--- src/rtl/johnson_pkg.sv ---
// Shared FSM encoding and elaboration-time width helper for the Johnson decoder.
package johnson_pkg;

    typedef enum logic [1:0] {
        UNLOCKED = 2'd0,
        ACQUIRE  = 2'd1,
        LOCKED   = 2'd2
    } state_e;

    // Ceiling log2, used to derive counter widths and to check IDX_W.
    function automatic int unsigned clog2(input int unsigned v);
        int unsigned r;
        r = 0;
        while ((32'd1 << r) < v) begin
            r++;
        end
        return r;
    endfunction

endpackage

--- src/rtl/johnson_code_to_index.sv ---
// Combinational Johnson code to binary index converter with legality flag.
module johnson_code_to_index #(
    parameter int unsigned STAGES = 4,
    parameter int unsigned IDX_W  = 3
) (
    input  logic [STAGES-1:0] code_i,
    output logic              legal_o,
    output logic [IDX_W-1:0]  idx_o
);

    // Code at position k: k ones from the LSB up to k=STAGES, then zeros fill from the LSB.
    function automatic logic [STAGES-1:0] code_of(input int unsigned k);
        logic [STAGES-1:0] c;
        c = '0;
        for (int unsigned b = 0; b < STAGES; b++) begin
            if ((k <= STAGES) ? (b < k) : (b >= k - STAGES)) begin
                c = c | (STAGES'(1) << b);
            end
        end
        return c;
    endfunction

    // Match the input against every legal code; all 2*STAGES codes are distinct.
    always_comb begin
        legal_o = 1'b0;
        idx_o   = '0;
        for (int unsigned k = 0; k < 2 * STAGES; k++) begin
            if (code_i == code_of(k)) begin
                legal_o = 1'b1;
                idx_o   = IDX_W'(k);
            end
        end
    end

endmodule

--- src/rtl/johnson_sequence_decoder.sv ---
// Johnson code supervisor: decodes sampled codes, checks steps, tracks lock and errors.
module johnson_sequence_decoder
    import johnson_pkg::*;
#(
    parameter int unsigned STAGES   = 4,
    parameter int unsigned IDX_W    = 3,
    parameter int unsigned LOCK_CNT = 3,
    parameter int unsigned ERR_W    = 8
) (
    input  logic              clk,
    input  logic              rst,
    input  logic [STAGES-1:0] code_in,
    input  logic              code_valid,
    output logic [IDX_W-1:0]  index_out,
    output logic              index_valid,
    output logic              dir_up,
    output logic              dir_down,
    output logic              illegal,
    output logic              step_err,
    output logic              locked,
    output logic [ERR_W-1:0]  err_count
);

    localparam int unsigned     SEQ_LEN  = 2 * STAGES;
    localparam int unsigned     CNT_W    = clog2(LOCK_CNT + 1);
    localparam logic [CNT_W-1:0] LOCK_TGT = CNT_W'(LOCK_CNT);
    localparam logic [ERR_W-1:0] ERR_MAX  = '1;

    if (IDX_W != clog2(SEQ_LEN)) begin : g_idx_w_check
        $error("IDX_W must equal clog2(2*STAGES)");
    end

    logic              legal_c;
    logic [IDX_W-1:0]  idx_c;
    int unsigned       delta_c;
    logic              up_c;
    logic              down_c;
    logic              step_err_c;
    logic              fail_c;
    logic [ERR_W-1:0]  err_d;

    state_e            state_q;
    logic [CNT_W-1:0]  good_cnt_q;
    logic [IDX_W-1:0]  prev_idx_q;
    logic              prev_ok_q;
    logic [IDX_W-1:0]  index_q;
    logic              index_valid_q;
    logic              dir_up_q;
    logic              dir_down_q;
    logic              illegal_q;
    logic              step_err_q;
    logic              locked_q;
    logic [ERR_W-1:0]  err_q;

    johnson_code_to_index #(
        .STAGES (STAGES),
        .IDX_W  (IDX_W)
    ) u_decode (
        .code_i  (code_in),
        .legal_o (legal_c),
        .idx_o   (idx_c)
    );

    // Step classification against the previous legal index, plus saturating error increment.
    always_comb begin
        delta_c    = (32'(idx_c) + SEQ_LEN - 32'(prev_idx_q)) % SEQ_LEN;
        up_c       = legal_c && prev_ok_q && (delta_c == 1);
        down_c     = legal_c && prev_ok_q && (delta_c == SEQ_LEN - 1);
        step_err_c = legal_c && prev_ok_q && (delta_c != 0) && !up_c && !down_c;
        fail_c     = !legal_c || step_err_c;
        err_d      = err_q;
        if (fail_c && (err_q != ERR_MAX)) begin
            err_d = err_q + ERR_W'(1);
        end
    end

    // Sample registers, registered pulses and the lock FSM; only code_valid cycles advance state.
    always_ff @(posedge clk or posedge rst) begin
        if (rst) begin
            state_q       <= UNLOCKED;
            good_cnt_q    <= '0;
            prev_idx_q    <= '0;
            prev_ok_q     <= 1'b0;
            index_q       <= '0;
            index_valid_q <= 1'b0;
            dir_up_q      <= 1'b0;
            dir_down_q    <= 1'b0;
            illegal_q     <= 1'b0;
            step_err_q    <= 1'b0;
            locked_q      <= 1'b0;
            err_q         <= '0;
        end else begin
            index_valid_q <= 1'b0;
            dir_up_q      <= 1'b0;
            dir_down_q    <= 1'b0;
            illegal_q     <= 1'b0;
            step_err_q    <= 1'b0;
            if (code_valid) begin
                err_q     <= err_d;
                illegal_q <= !legal_c;
                if (legal_c) begin
                    index_q       <= idx_c;
                    index_valid_q <= 1'b1;
                    prev_idx_q    <= idx_c;
                    prev_ok_q     <= 1'b1;
                    dir_up_q      <= up_c;
                    dir_down_q    <= down_c;
                    step_err_q    <= step_err_c;
                end else begin
                    prev_ok_q <= 1'b0;
                end
                case (state_q)
                    UNLOCKED: begin
                        if (legal_c) begin
                            good_cnt_q <= CNT_W'(1);
                            if (LOCK_CNT == 1) begin
                                state_q  <= LOCKED;
                                locked_q <= 1'b1;
                            end else begin
                                state_q <= ACQUIRE;
                            end
                        end
                    end
                    ACQUIRE: begin
                        if (fail_c) begin
                            state_q    <= UNLOCKED;
                            good_cnt_q <= '0;
                        end else begin
                            good_cnt_q <= good_cnt_q + CNT_W'(1);
                            if (good_cnt_q + CNT_W'(1) == LOCK_TGT) begin
                                state_q  <= LOCKED;
                                locked_q <= 1'b1;
                            end
                        end
                    end
                    LOCKED: begin
                        if (fail_c) begin
                            state_q    <= UNLOCKED;
                            good_cnt_q <= '0;
                            locked_q   <= 1'b0;
                        end
                    end
                    default: begin
                        state_q    <= UNLOCKED;
                        good_cnt_q <= '0;
                        locked_q   <= 1'b0;
                    end
                endcase
            end
        end
    end

    assign index_out   = index_q;
    assign index_valid = index_valid_q;
    assign dir_up      = dir_up_q;
    assign dir_down    = dir_down_q;
    assign illegal     = illegal_q;
    assign step_err    = step_err_q;
    assign locked      = locked_q;
    assign err_count   = err_q;

endmodule

--- config.mk ---
export PLATFORM = sky130hd
export DESIGN_NAME = johnson_sequence_decoder
export DESIGN_NICKNAME = d
export VERILOG_FILES = /design/src/rtl/johnson_pkg.sv /design/src/rtl/johnson_code_to_index.sv /design/src/rtl/johnson_sequence_decoder.sv
export SDC_FILE = /design/constraint.sdc
export NUM_CORES = 1
export LEC_CHECK = 0
export CAP_MARGIN = 20
export CORE_ASPECT_RATIO = 0.8
export CORE_MARGIN = 1
export CORE_UTILIZATION = 54
export DETAILED_ROUTE_END_ITERATION = 16
export PLACE_DENSITY_LB_ADDON = 0.15
export SLEW_MARGIN = 20
export SYNTH_ARGS = -nofsm -noshare
export SYNTH_HDL_FRONTEND = slang
export SYNTH_SLANG_ARGS = --single-unit
--- constraint.sdc ---
create_clock -name clk -period 5.41 [get_ports clk]
set_clock_uncertainty 0.1 [all_clocks]
set_input_delay 1.082 -clock clk [delete_from_list [all_inputs] [get_ports clk]]
set_output_delay 1.082 -clock clk [all_outputs]
set_load 0.02 [all_outputs]
==> results.toml, run 1 <==
[grt]
overflow = 0
globalRouteMet3Util = 0.0756
grt_pass1_vias = 849
grt_pass1_wl_mm = 3.86
grt_start_max_net_pins = 23
antenna_found_initial = 0
grtUsageMet1 = 0.339
grt.total_usage = 0.225
busiest_layer = "met1"
met2_usage = 0.311

[cells_and_area]
utilization = 0.742
finalInstanceArea_um2 = 1480
drive_above_1_share = 0.0709
multi_input_area_um2 = 581
n_fill_cell = 150
ff_latch_area_um2 = 551
syn_to_final_growth_pct = 22.8
nets = 153
antenna_cells = 0

[sta]
maxSlewHeadroom = 0.451
finalHoldViolCount = 0
setup_slack_ps = 1300
rsz0062_at_grt = "no"
post-route-period-util = 0.760
finalSetupTns_ps = 0
drv_slew = 0
worst_pin_slew_ps = 823
min_period_ps = 4110
clock.fmax_mhz = 243
finalSetupViolCount = 0

[yosys]
ys_ff_latch = 22
synthArstFlopShare = 1.00
syn-num-nets = 131
seq_area_frac_synth = 0.456
synth_edf_count = 0
synthFlopType = "dfrtp_1"
syn_area_um2 = 1210
syn_inst = 120
synth_warnings = 0
avgSynthCellArea_um2 = 10.1
synth_cell_type_count = 39

[cts]
ctsLongestPathBuffers = 2
cts_htree_levels = 1
cts_setup_buffers = 0
cts-buffers-inserted = 3
holdBufCountCts = 0
clk_pin_slew_ps = 120
root_buffer = "clkbuf_4"
cts_tree = "done"
cts_num_sinks = 22
cts_resized = 0
clkLatencyLatePin_ps = 310

[critical_path]
worstPathMaxFanout = 9
r2r_end = "err_count[1]$_DFFE_PP0P_"
rr_worst_depth = 9
crit_required_ps = 5510
end_kind = "flip-flop"
slowest_delay_ps = 540
reg2reg_from = "index_out[0]$_DFFE_PP0P_"
crit_type = "input port to flip-flop"
start_kind = "input port"
cp_top_family = "compound AO/OA/AOI/OAI gates"
timing.critical_path.buf_inv = 2
reg2reg_slack_ps = 2620
arrival_ps = 4210
cp_cell_sequence = "clkdlybuf4s50_1 > and2_1 > o2bb2ai_1 > ha_1 > inv_1 > fa_1 > xor2_1 > and4_4 > o211a_4 > o31a_1 > nor3_4 > mux2_1"
slowest_stage = "clkdlybuf4s50_1"

[power]
p_switching_w = 0.000203
power.internal_w = 0.000374
pwr_density_cell_nw_per_um2 = 389
power_frac_comb = 0.373
seqPwrFrac = 0.411
netSwitchingFraction = 0.351
power_frac_clock = 0.216
p_leak_nw = 0.675
vdd_ir_drop_max_mv = 0.397

[drt]
via_count = 944
wl_per_cell_um = 13.7
ant_nets = 0
wl_mm = 2.26
dr.pass1.iters = 4
viasPerCell = 5.72
drc = 0
dr.first_iter.drc_count = 28

[floorplanning]
design.portCount = 24
die_h_um = 44.3
die_w_um = 54.8
core_um2 = 2000
die_area_um2 = 2430
initial_core_util = 0.604
rows = 14

[min_path]
hold_start = "err_count[6]$_DFFE_PP0P_"
hold_class = "flip-flop to flip-flop"
worstHoldPathCells = 1
hold_end = "err_count[6]$_DFFE_PP0P_"

[outcome]
outcome = "finished clean"

[placement]
place.gp.congestion = 0.842
pre_cts_ws_ps = 957
io_buffers = 23
dp_hpwl_mm = 1.71
placed_area_um2 = 1430

[run]
maxCapViolCount = 0
[logic make-up (layout without fill, tap and decap cells)]
group / after synthesis / in the layout / synth area share
AO/OA/AOI/OAI: 27 / 27 / 0.156
XOR/XNOR: 7 / 7 / 0.0508
adder cells (fa/ha/maj): 4 / 4 / 0.0477
buffers and inverters: 16 / 37 / 0.0622
flip-flops: 22 / 22 / 0.456
multiplexers: 2 / 2 / 0.0176
AND/OR/NAND/NOR: 42 / 42 / 0.210
[state kept, by name, summed over array words and instances, names as in the netlist]
register and count:
illegal 1, index_valid 1, step_err 1, prev_ok_q 1, state_q 2, dir_up 1, index_out 3, good_cnt_q 2
dir_down 1, locked 1, err_count 8
[area by class of cell]
type | count | share of cell area
Multi-Input combinational cell | 82 | 0.392
Sequential cell | 22 | 0.372
Timing Repair Buffer | 23 | 0.155
Inverter | 10 | 0.0253
Clock inverter | 1 | 0.0203
Tap cell | 24 | 0.0203
Clock buffer | 3 | 0.0152
[metal layers]
metal,up-vias,wire length (µm)
met1,439,1170
li1,469,-
met3,2,149
met4,0,11
met5,-,0
met2,34,935
[cells in the final DEF, fill, tap and decap left out, drive strengths merged, types with 5 or more instances in the layout]
| cell type | netlist | routed |
|---|---|---|
| dfrtp | 22 | 22 |
| o21ai | 9 | 9 |
| nand2 | 8 | 8 |
| inv | 10 | 10 |
| clkdlybuf4s50 | 0 | 23 |
| a31oi | 5 | 5 |
| nor2 | 7 | 7 |
| xor2 | 7 | 7 |
| nor3 | 10 | 10 |
[per-stage QoR]
step	hold slack (ps)	power, W	std cells
after floorplan	392	0.000373	120
after global placement	372	0.000449	161
after detailed placement	377	0.000456	161
after CTS	396	0.000579	165
after global routing	416	0.000614	165
final	393	0.000577	165
[cell usage after synthesis (all sizes together), types with 2 or more instances]
| library cell | count | area share |
|---|---|---|
| dfrtp | 22 | 0.46 |
| inv | 10 | 0.031 |
| nor3 | 10 | 0.051 |
| o21ai | 9 | 0.037 |
| nand2 | 8 | 0.025 |
| nor2 | 7 | 0.022 |
| xor2 | 7 | 0.051 |
| a31oi | 5 | 0.026 |
| buf | 3 | 0.022 |
| clkbuf | 3 | 0.0093 |
| ha | 3 | 0.031 |
| nand4 | 3 | 0.016 |
| a21oi | 2 | 0.0083 |
| and2 | 2 | 0.010 |
| and3 | 2 | 0.010 |
| and4 | 2 | 0.017 |
| nand2b | 2 | 0.017 |
| nand3 | 2 | 0.0083 |
| o2bb2ai | 2 | 0.015 |
| o31ai | 2 | 0.012 |
[power groups by stage]
stage	logic (W)	registers, W	clock network (W)
floorplan	0.000106	0.000267	0
global placement	0.000210	0.000238	0
detailed placement	0.000215	0.000240	0
CTS	0.000216	0.000237	0.000127
global route	0.000239	0.000244	0.000131
finish	0.000215	0.000237	0.000125
[worst reg2reg max path, delay by kind of cell (launching register included)]
family                   cells  cell delay, ps
buffers and inverters        1              50
multiplexers                 1             340
AO/OA/AOI/OAI                2             670
XOR/XNOR                     1             160
flip-flops                   1             390
adder cells (fa/ha/maj)      2             510
AND/OR/NAND/NOR              2             460
[worst max-delay path by stage]
| stage | from | endpoint | slack (ps) | cells past startpoint |
|---|---|---|---|---|
| finish | code_in[1] | err_count[1]$_DFFE_PP0P_ | 1300 | 12 |
| global route | code_in[1] | err_count[1]$_DFFE_PP0P_ | 970 | 12 |
| CTS | code_in[1] | err_count[1]$_DFFE_PP0P_ | 1300 | 12 |
| detailed placement | code_in[1] | err_count[1]$_DFFE_PP0P_ | 960 | 12 |
| global placement | code_in[3] | err_count[1]$_DFFE_PP0P_ | 1050 | 13 |
| floorplan | code_in[1] | err_count[1]$_DFFE_PP0P_ | 1620 | 13 |
(Power assumes the default switching activity.)
==> run 2, diff against run 1 <==
--- a/config.mk
+++ b/config.mk
@@ -8,7 +8,7 @@
 export CAP_MARGIN = 20
 export CORE_ASPECT_RATIO = 0.8
 export CORE_MARGIN = 1
-export CORE_UTILIZATION = 54
+export CORE_UTILIZATION = 50
 export DETAILED_ROUTE_END_ITERATION = 16
 export PLACE_DENSITY_LB_ADDON = 0.15
 export SLEW_MARGIN = 20
==> constraint.sdc (replaced) <==
create_clock -name clk -period 4.2 [get_ports clk]
set_clock_uncertainty 0.1 [all_clocks]
set_input_delay 0.84 -clock clk [delete_from_list [all_inputs] [get_ports clk]]
set_output_delay 0.84 -clock clk [all_outputs]
set_load 0.02 [all_outputs]
==> run 2 against run 1 <==
  * The run now ends with design-rule violations left
  * First-iteration DRC count is 29% lower
  * Clock power is 30% higher
  * Critical path depth is 2 higher
  * Non-clock buffer count is 2 higher
  * Core utilization is 6.6 points lower
  * Worst hold slack worse by 2.3 ps
  * Sequential power is 28% higher
  * Design area is 1.1% higher
==> results.toml, run 2 (synthesis results as in run 1) <==
[drt]
wl_per_cell_um = 12.9
dr.first_iter.drc_count = 20
drc = 7
dr.pass1.iters = 10
via_count = 933
wl_met3_um = 99
wl_mm = 2.16
top_layer = "met4"
wl_met1_mm = 1.13
viasPerCell = 5.55
dr_wl_met2_um = 895
ant_nets = 0

[min_path]
hold_class = "flip-flop to flip-flop"

[cts]
cts_num_sinks = 22
root_buffer = "clkbuf_4"
holdBufCountCts = 0
clkLatencyLatePin_ps = 310
ctsLongestPathBuffers = 2
cts_htree_levels = 1
cts_setup_buffers = 0
cts_tree = "done"
clk_pin_slew_ps = 130
cts_resized = 0
cts-buffers-inserted = 3

[sta]
worst_pin_slew_ps = 780
maxSlewHeadroom = 0.480
clock.fmax_mhz = 265
finalSetupViolCount = 0
drv_slew = 0
min_period_ps = 3770
finalSetupTns_ps = 0
hold_slack_ps = 390
post-route-period-util = 0.897
rsz0062_at_grt = "no"
finalHoldViolCount = 0

[critical_path]
worstPathMaxFanout = 8
cp_cell_sequence = "clkdlybuf4s50_1 > nor2b_1 > inv_1 > o2bb2ai_1 > ha_1 > inv_1 > fa_1 > xor2_1 > and4_4 > o211a_4 > o31a_1 > buf_4 > nor4_2 > xor2_1"
crit_type = "input port to flip-flop"
start_kind = "input port"
slowest_stage = "clkdlybuf4s50_1"
crit_required_ps = 4350
slowest_delay_ps = 490
cp_top_family = "buffers and inverters"
arrival_ps = 3920
timing.critical_path.buf_inv = 4
end_kind = "flip-flop"
reg2reg_slack_ps = 1510

[outcome]
violations = "design-rule violations"
outcome = "complete, but fails checks"

[power]
power_frac_clock = 0.217
power_frac_comb = 0.375
netSwitchingFraction = 0.350
p_switching_w = 0.000261
p_leak_nw = 0.685
vdd_ir_drop_max_mv = 0.448
pwr_density_cell_nw_per_um2 = 498
seqPwrFrac = 0.408
power.internal_w = 0.000485

[run]
maxCapViolCount = 0

[floorplanning]
die_area_um2 = 2610
die_w_um = 56.9
die_h_um = 45.9
rows = 15
initial_core_util = 0.545
core_um2 = 2210
design.portCount = 24

[grt]
antenna_found_initial = 0
grt_start_max_net_pins = 23
overflow = 0
grt_pass1_wl_mm = 3.99
grt.total_usage = 0.208
grt_pass1_vias = 888

[cells_and_area]
syn_to_final_growth_pct = 24.2
final_common_cell = "clkdlybuf4s50_1"
nets = 155
largest_register_ffs = 8
n_fill_cell = 191
drive_above_1_share = 0.0839
ff_latch_area_um2 = 551
finalInstanceArea_um2 = 1500
antenna_cells = 0
multi_input_area_um2 = 581
final_cell_mix = "clkdlybuf4s50_1, dfrtp_1, inv_1"

[placement]
dp_hpwl_mm = 1.65
placed_area_um2 = 1450
place.gp.congestion = 0.821
io_buffers = 23
[run 2: metal layers]
layer / global-route usage / vias to the layer above
met5: 0 / -
met1: 0.286 / 436
met2: 0.327 / 20
met4: 0.0585 / 0
met3: 0.0597 / 5
li1: - / 472
[run 2: metrics by stage]
stage / util / setup WS [ps] / instances / total power, W
floorplan: - / 655 / 120 / 0.000481
global placement: 0.653 / 117 / 164 / 0.000582
detailed placement: 0.653 / 90.0 / 164 / 0.000590
CTS: 0.676 / 426 / 168 / 0.000754
global route: 0.676 / 231 / 168 / 0.000797
finish: 0.676 / 432 / 168 / 0.000746
[run 2: worst paths after layout]
path                                     startpoint                       end  depth (start not counted)
hold reg to reg            err_count[6]$_DFFE_PP0P_  err_count[6]$_DFFE_PP0P_                          1
min in group asynchronous                       rst     index_valid$_DFF_PP0_                          2
max in group asynchronous                       rst  err_count[1]$_DFFE_PP0P_                          2
setup / recovery                         code_in[3]  err_count[5]$_DFFE_PP0P_                         14
hold / removal             err_count[6]$_DFFE_PP0P_  err_count[6]$_DFFE_PP0P_                          1
setup reg to reg           index_out[0]$_DFFE_PP0P_  err_count[5]$_DFFE_PP0P_                         10
[run 2: layout make-up]
type	instances	share of cell area
repair buffers	25	0.164
clock buffers	3	0.0150
inverters	10	0.0251
multi-input cells	82	0.388
clock inverters	1	0.0201
flip-flops and latches	22	0.368
well taps	25	0.0209
[run 2: power by group through the flow]
stage	clock network, W	logic [W]	registers [W]
final	0.000162	0.000279	0.000304
after global routing	0.000174	0.000308	0.000315
after CTS	0.000168	0.000282	0.000304
after detailed placement	0	0.000281	0.000309
after global placement	0	0.000276	0.000306
after floorplan	0	0.000136	0.000344
